File: config.mk
export PLATFORM = sky130hd
export DESIGN_NAME = sc_down_transition_counter0
export DESIGN_NICKNAME = d
export VERILOG_FILES = /design/src/rtl/sc_down_transition_counter0_pkg.sv /design/src/rtl/sc_falling_edge_detector0.sv /design/src/rtl/sc_down_transition_counter0.sv
export SDC_FILE = /design/constraint.sdc
export NUM_CORES = 1
export LEC_CHECK = 0
export CAP_MARGIN = 20
export CORE_MARGIN = 2
export CORE_UTILIZATION = 45
export CTS_BUF_LIST = sky130_fd_sc_hd__clkbuf_16
export DETAILED_ROUTE_END_ITERATION = 6
export PLACE_DENSITY_LB_ADDON = 0.05
export SLEW_MARGIN = 20
export SYNTH_ARGS = -nofsm -noshare
export SYNTH_HDL_FRONTEND = slang
export SYNTH_SLANG_ARGS = --single-unit
File: constraint.sdc
create_clock -name SC_downTRANSITIONCOUNTER0_CLOCK_50 -period 2.1 [get_ports SC_downTRANSITIONCOUNTER0_CLOCK_50]
set_clock_uncertainty 0.2 [all_clocks]
set_input_delay 0.525 -clock SC_downTRANSITIONCOUNTER0_CLOCK_50 [delete_from_list [all_inputs] [get_ports SC_downTRANSITIONCOUNTER0_CLOCK_50]]
set_output_delay 0.525 -clock SC_downTRANSITIONCOUNTER0_CLOCK_50 [all_outputs]
set_load 0.01 [all_outputs]
File: src/rtl/sc_down_transition_counter0_pkg.sv
`default_nettype none
// ============================================================================
// Module  : sc_down_transition_counter0_pkg
// Purpose : Shared definitions for the down transition counter: FSM state
//           width and the state encoding (IDLE / COUNT / ZERO).
// Ports   : none (package)
// Revision: 1.0 - initial release
// ============================================================================
package sc_down_transition_counter0_pkg;

    // Width of the FSM state register (also the width of the debug bus).
    localparam int c_STATE_W = 2;

    // State encoding. Encoding 2'd3 is unused and recovers to IDLE.
    typedef enum logic [c_STATE_W-1:0] {
        c_IDLE  = 2'd0,
        c_COUNT = 2'd1,
        c_ZERO  = 2'd2
    } state_e;

endpackage : sc_down_transition_counter0_pkg
`default_nettype wire

File: src/rtl/sc_falling_edge_detector0.sv
`default_nettype none
// ============================================================================
// Module  : sc_falling_edge_detector0
// Purpose : Detects a 1->0 transition on an active-low event line. The
//           previous sample is registered; the fall flag is combinational
//           from the current sample, so a fall is visible in the same cycle
//           the line first reads low.
// Ports   : clk     - system clock
//           rst     - asynchronous reset, active-high (prev resets to 1)
//           i_line  - event line, idle high
//           o_fall  - high while prev == 1 and the line is currently 0
// Revision: 1.0 - initial release
// ============================================================================
module sc_falling_edge_detector0 (
    input  logic clk,
    input  logic rst,
    input  logic i_line,
    output logic o_fall
);

    logic r_prev_q;
    logic w_prev_d;

    // The previous sample simply follows the line every cycle, so a line
    // held low produces exactly one fall.
    always_comb begin
        w_prev_d = i_line;
    end

    // Reset to 1: the line is idle high, so a line that is already low
    // when reset releases still counts as one fall.
    always_ff @(posedge clk or posedge rst) begin
        if (rst) begin
            r_prev_q <= 1'b1;
        end else begin
            r_prev_q <= w_prev_d;
        end
    end

    assign o_fall = r_prev_q & ~i_line;

endmodule : sc_falling_edge_detector0
`default_nettype wire

File: src/rtl/sc_down_transition_counter0.sv
`default_nettype none
// ============================================================================
// Module  : sc_down_transition_counter0
// Purpose : Loadable down-counter decremented once per falling edge of an
//           active-low event line. Flags zero as a level and as a one-cycle
//           pulse; optionally auto-reloads from the last loaded value.
// Ports   : SC_downTRANSITIONCOUNTER0_CLOCK_50         - system clock
//           SC_downTRANSITIONCOUNTER0_RESET_InHigh     - async reset, high
//           SC_downTRANSITIONCOUNTER0_load_InLow       - sync load, low
//           SC_downTRANSITIONCOUNTER0_data_InBUS       - load value
//           SC_downTRANSITIONCOUNTER0_downcount_InLow  - event line
//           SC_downTRANSITIONCOUNTER0_data_OutBUS      - registered count
//           SC_downTRANSITIONCOUNTER0_zero_Out         - high while in ZERO
//           SC_downTRANSITIONCOUNTER0_zeroPulse_Out    - 1-cycle zero event
//           SC_downTRANSITIONCOUNTER0_state_OutBUS     - FSM state (debug)
// Revision: 1.0 - initial release
// ============================================================================
module sc_down_transition_counter0
    import sc_down_transition_counter0_pkg::*;
#(
    parameter int downTRANSITIONCOUNTER0_DATAWIDTH = 8,
    parameter int downTRANSITIONCOUNTER0_WRAP      = 0
) (
    input  logic                                        SC_downTRANSITIONCOUNTER0_CLOCK_50,
    input  logic                                        SC_downTRANSITIONCOUNTER0_RESET_InHigh,
    input  logic                                        SC_downTRANSITIONCOUNTER0_load_InLow,
    input  logic [downTRANSITIONCOUNTER0_DATAWIDTH-1:0] SC_downTRANSITIONCOUNTER0_data_InBUS,
    input  logic                                        SC_downTRANSITIONCOUNTER0_downcount_InLow,
    output logic [downTRANSITIONCOUNTER0_DATAWIDTH-1:0] SC_downTRANSITIONCOUNTER0_data_OutBUS,
    output logic                                        SC_downTRANSITIONCOUNTER0_zero_Out,
    output logic                                        SC_downTRANSITIONCOUNTER0_zeroPulse_Out,
    output logic [c_STATE_W-1:0]                        SC_downTRANSITIONCOUNTER0_state_OutBUS
);

    localparam int c_DW = downTRANSITIONCOUNTER0_DATAWIDTH;

    logic clk;
    logic rst;

    assign clk = SC_downTRANSITIONCOUNTER0_CLOCK_50;
    assign rst = SC_downTRANSITIONCOUNTER0_RESET_InHigh;

    // ------------------------------------------------------------------
    // Registers
    // ------------------------------------------------------------------
    logic [c_DW-1:0]      r_count_q;
    logic [c_DW-1:0]      w_count_d;
    logic [c_DW-1:0]      r_reload_q;
    logic [c_DW-1:0]      w_reload_d;
    logic [c_STATE_W-1:0] r_state_q;
    logic [c_STATE_W-1:0] w_state_d;
    logic                 r_zero_q;
    logic                 w_zero_d;
    logic                 r_pulse_q;
    logic                 w_pulse_d;

    logic                 w_fall;
    logic                 w_load;
    logic                 w_load_is_zero;
    logic                 w_last_step;

    // ------------------------------------------------------------------
    // Falling-edge detection on the event line
    // ------------------------------------------------------------------
    sc_falling_edge_detector0 u_fall_det (
        .clk    (clk),
        .rst    (rst),
        .i_line (SC_downTRANSITIONCOUNTER0_downcount_InLow),
        .o_fall (w_fall)
    );

    assign w_load         = ~SC_downTRANSITIONCOUNTER0_load_InLow;
    assign w_load_is_zero = (SC_downTRANSITIONCOUNTER0_data_InBUS == '0);

    // A fall at count 1 (or the unreachable count 0 in COUNT) is the zero
    // event. Treating 0 the same way keeps the decrement from ever
    // wrapping to all-ones even if COUNT were entered with a zero count.
    assign w_last_step    = (r_count_q <= c_DW'(1));

    // ------------------------------------------------------------------
    // Next-state / datapath. Priority: load > fall > hold.
    // ------------------------------------------------------------------
    always_comb begin
        w_count_d  = r_count_q;
        w_reload_d = r_reload_q;
        w_state_d  = r_state_q;
        w_pulse_d  = 1'b0;

        if (w_load) begin
            // A fall arriving with the load is absorbed by the load.
            w_count_d  = SC_downTRANSITIONCOUNTER0_data_InBUS;
            w_reload_d = SC_downTRANSITIONCOUNTER0_data_InBUS;
            if (w_load_is_zero) begin
                w_state_d = c_ZERO;
                w_pulse_d = 1'b1;
            end else begin
                w_state_d = c_COUNT;
            end
        end else begin
            case (r_state_q)
                c_IDLE: begin
                    // Not armed yet: falls are ignored until a load.
                end
                c_COUNT: begin
                    if (w_fall) begin
                        if (w_last_step) begin
                            w_pulse_d = 1'b1;
                            if (downTRANSITIONCOUNTER0_WRAP != 0) begin
                                w_count_d = r_reload_q;
                            end else begin
                                w_count_d = '0;
                                w_state_d = c_ZERO;
                            end
                        end else begin
                            w_count_d = r_count_q - c_DW'(1);
                        end
                    end
                end
                c_ZERO: begin
                    // Terminal until the next load; count stays at 0.
                end
                default: begin
                    w_state_d = c_IDLE;
                end
            endcase
        end

        // Registered from the next state so the level lines up with the
        // state register on the same cycle.
        w_zero_d = (w_state_d == c_ZERO);
    end

    always_ff @(posedge clk or posedge rst) begin
        if (rst) begin
            r_count_q  <= '0;
            r_reload_q <= '0;
            r_state_q  <= c_IDLE;
            r_zero_q   <= 1'b0;
            r_pulse_q  <= 1'b0;
        end else begin
            r_count_q  <= w_count_d;
            r_reload_q <= w_reload_d;
            r_state_q  <= w_state_d;
            r_zero_q   <= w_zero_d;
            r_pulse_q  <= w_pulse_d;
        end
    end

    // ------------------------------------------------------------------
    // Outputs
    // ------------------------------------------------------------------
    assign SC_downTRANSITIONCOUNTER0_data_OutBUS  = r_count_q;
    assign SC_downTRANSITIONCOUNTER0_zero_Out      = r_zero_q;
    assign SC_downTRANSITIONCOUNTER0_zeroPulse_Out = r_pulse_q;
    assign SC_downTRANSITIONCOUNTER0_state_OutBUS  = r_state_q;

endmodule : sc_down_transition_counter0
`default_nettype wire

==> run summary <==
Worst Max-Slew Pin Slew - 0.502 ns
I/O pin count - 24
RSZ-0062 raised after global routing - false
CP Max Fanout - 7
Peak VDD IR - 0.000480 V
H-tree levels - 1
Reg area - 329 µm²
Kind of cell adding the most delay to the critical path - buffers and inverters
Max Fclk - 495 MHz
Post-Syn Nets - 102
LEAKAGE - 0.490 nW
Synth top area cells - dfrtp_1, nor2_1, a21oi_1
Wire length per cell - 14.4 µm
Critical Path Max Stage Delay - 0.58 ns
DIE AREA - 2110 µm²
Starting Density - 0.467
Synth cell types - 36
Pins Over Slew Limit - 0
Pwr per Cell Area - 687 nW/µm²
Hold_ws - 0.389 ns
GRT Overall Usage - 0.220
CTS tree - yes
Root Buffer - clkbuf_16
Final core occ - 0.693
Total CTS buffers - 3
Routed Wire Length - 1.97 mm
Setup CP Type - reg2out
Data required, critical path - 1.37 ns
Post-synth top area cell - dfrtp_1
DRT Pass-1 Iters - 4
DRT antenna net count - 0
Clk sink count - 13
Share of cells above drive strength 1 - 0.175
Post-synthesis sequential area ratio - 0.414
Hold-fix buffers, CTS - 0
FP Rows - 15
Worst setup margin - 0.0789 ns
Gp weighted congestion - 0.812
Status - completed
Pre-CTS setup slack - -0.0471 ns
Synth top area share - 0.380
Final Cycle Share - 0.962
Cell Area, Synth - 790 µm²
Vias in the first global route - 763
Worst hold-check path type - reg2reg
Register bit total from synthesis - 13
DIE WIDTH - 45.9 µm
Top post-synthesis cells by count - dfrtp_1, nor2_1, inv_1, nand2_1, a21oi_1
Die Height - 45.9 µm
Post-Syn Instances - 88
IO Port Bufs - 23
Endpoints failing hold - 0
Multi-input gate area - 418 µm²
Yosys warns - 0
Fillers - 144
Clock-pin slew of the registers on the worst-case setup and hold paths - 0.05 ns
CORE AREA - 1690 µm²
Minimum clock period - 2.02 ns
Synth async-reset ratio - 1.00
CTS max path bufs - 2
Drt drc - 0
Final Setup Violations - 0
Buf+Inv Stages, Crit Path - 1
Max Cap Violations - 0
Area delta synth->final - 48.3%
Initial DRC count - 14
Vias per cell - 5.76
Setup crit start kind - flop
Arr. time, crit path - 1.30 ns
CP Capture Type - output port
Skew-Pair Late Insertion Delay - 0.24 ns
Slowest cell on the critical path - clkdlybuf4s50_1
Largest net degree at the start of global routing - 14
Main flop type after synthesis - dfrtp_1
Final #Nets - 135
Initial antenna violation count - 0
Gr ovfl total - 0
Ordered list of cells on the worst path - clkdlybuf4s50_1
Slew HR - 0.665
Post-synth EDFFs - 0
Diodes inserted - 0
Wire length of the first global-routing pass - 3.29 mm
Post-DP HPWL - 1.47 mm
Total power - 0.805 mW
Via count - 789
Avg Cell Area, Syn - 8.97 µm²
[sequential cells by signal, summed over array words and instances (netlist names)]
signal and cells:
SC_downTRANSITIONCOUNTER0_zero_Out 1, u_fall_det.r_prev_q 1, SC_downTRANSITIONCOUNTER0_data_OutBUS 8, SC_downTRANSITIONCOUNTER0_state_OutBUS 2, SC_downTRANSITIONCOUNTER0_zeroPulse_Out 1
[kinds of logic (layout without fill, tap and decap cells)]
logic type      count (synthesis)  count (layout)  share of synthesized area
compound gates                 24              24                      0.211
fa+ha+maj                       2               2                     0.0317
buf+inv                        12              44                     0.0602
flops                          13              13                      0.414
simple gates                   37              37                      0.284
[cells in the final DEF (no fill, tap or decap), drive strengths merged]
master,n
clkdlybuf4s50,23
nor2,12
dfrtp,12
inv,10
nand2,8
buf,8
a21oi,7
a31oi,5
nor4,4
clkbuf,3
or3,2
o21bai,2
nor3,2
nand3b,2
o21ai,2
ha,2
and4bb,1
nand4bb,1
a2111oi,1
and3b,1
or3b,1
o311ai,1
a2bb2oi,1
a31o,1
and2,1
nand4,1
o221ai,1
o21a,1
a32oi,1
nand3,1
a22oi,1
dfstp,1
[power by group]
| group | leakage, nW | switching [mW] | internal [mW] |
|---|---|---|---|
| combinational | 0.297 | 0.0672 | 0.0843 |
| sequential | 0.151 | 0.0264 | 0.269 |
| clock | 0.0423 | 0.106 | 0.251 |
[layer usage]
layer  routed length (µm)  share of wire  global-route usage
met1                  883           0.45               0.284
met2                  992           0.50               0.364
met3                   72          0.037              0.0357
met4                   21          0.011              0.0857
met5                    0              0                   0
[path summary, 6_finish.rpt]
| path | startpoint | end | slack, ns | cells past startpoint |
|---|---|---|---|---|
| worst max-delay path | SC_downTRANSITIONCOUNTER0_data_OutBUS[2] | SC_downTRANSITIONCOUNTER0_data_OutBUS[2] | 0.08 | 1 |
| worst min-delay path | SC_downTRANSITIONCOUNTER0_data_OutBUS[0] | SC_downTRANSITIONCOUNTER0_data_OutBUS[0] | 0.39 | 3 |
| worst max register to register | SC_downTRANSITIONCOUNTER0_data_OutBUS[1] | SC_downTRANSITIONCOUNTER0_data_OutBUS[6] | 0.13 | 6 |
| worst min register to register | SC_downTRANSITIONCOUNTER0_data_OutBUS[0] | SC_downTRANSITIONCOUNTER0_data_OutBUS[0] | 0.39 | 3 |
| max in group asynchronous | SC_downTRANSITIONCOUNTER0_RESET_InHigh | SC_downTRANSITIONCOUNTER0_data_OutBUS[3] | 0.92 | 2 |
| min in group asynchronous | SC_downTRANSITIONCOUNTER0_RESET_InHigh | SC_downTRANSITIONCOUNTER0_data_OutBUS[7] | 0.41 | 2 |
[cell type report]
| type | count | area share |
|---|---|---|
| timing repair buffer | 31 | 0.248 |
| multi-input combinational | 63 | 0.357 |
| clock buffer | 3 | 0.0641 |
| inverter | 9 | 0.0288 |
| tap | 17 | 0.0182 |
| sequential | 13 | 0.281 |
| clock inverter | 1 | 0.00321 |
[repair_timing]
action	CTS	global route
setup endpoints to repair	0	3
setup buffers	0	0
gates resized for setup	0	3
[metrics by stage]
stage          setup TNS [ns]  instance area, µm²  cells
2_1_floorplan               0                 790     88
3_3_place_gp          -0.0263                1090    133
3_5_place_dp          -0.0904                1090    133
4_1_cts                     0                1170    137
5_1_grt                     0                1170    137
6_report                    0                1170    137
Note: power is estimated with default switching activity, not from simulation.
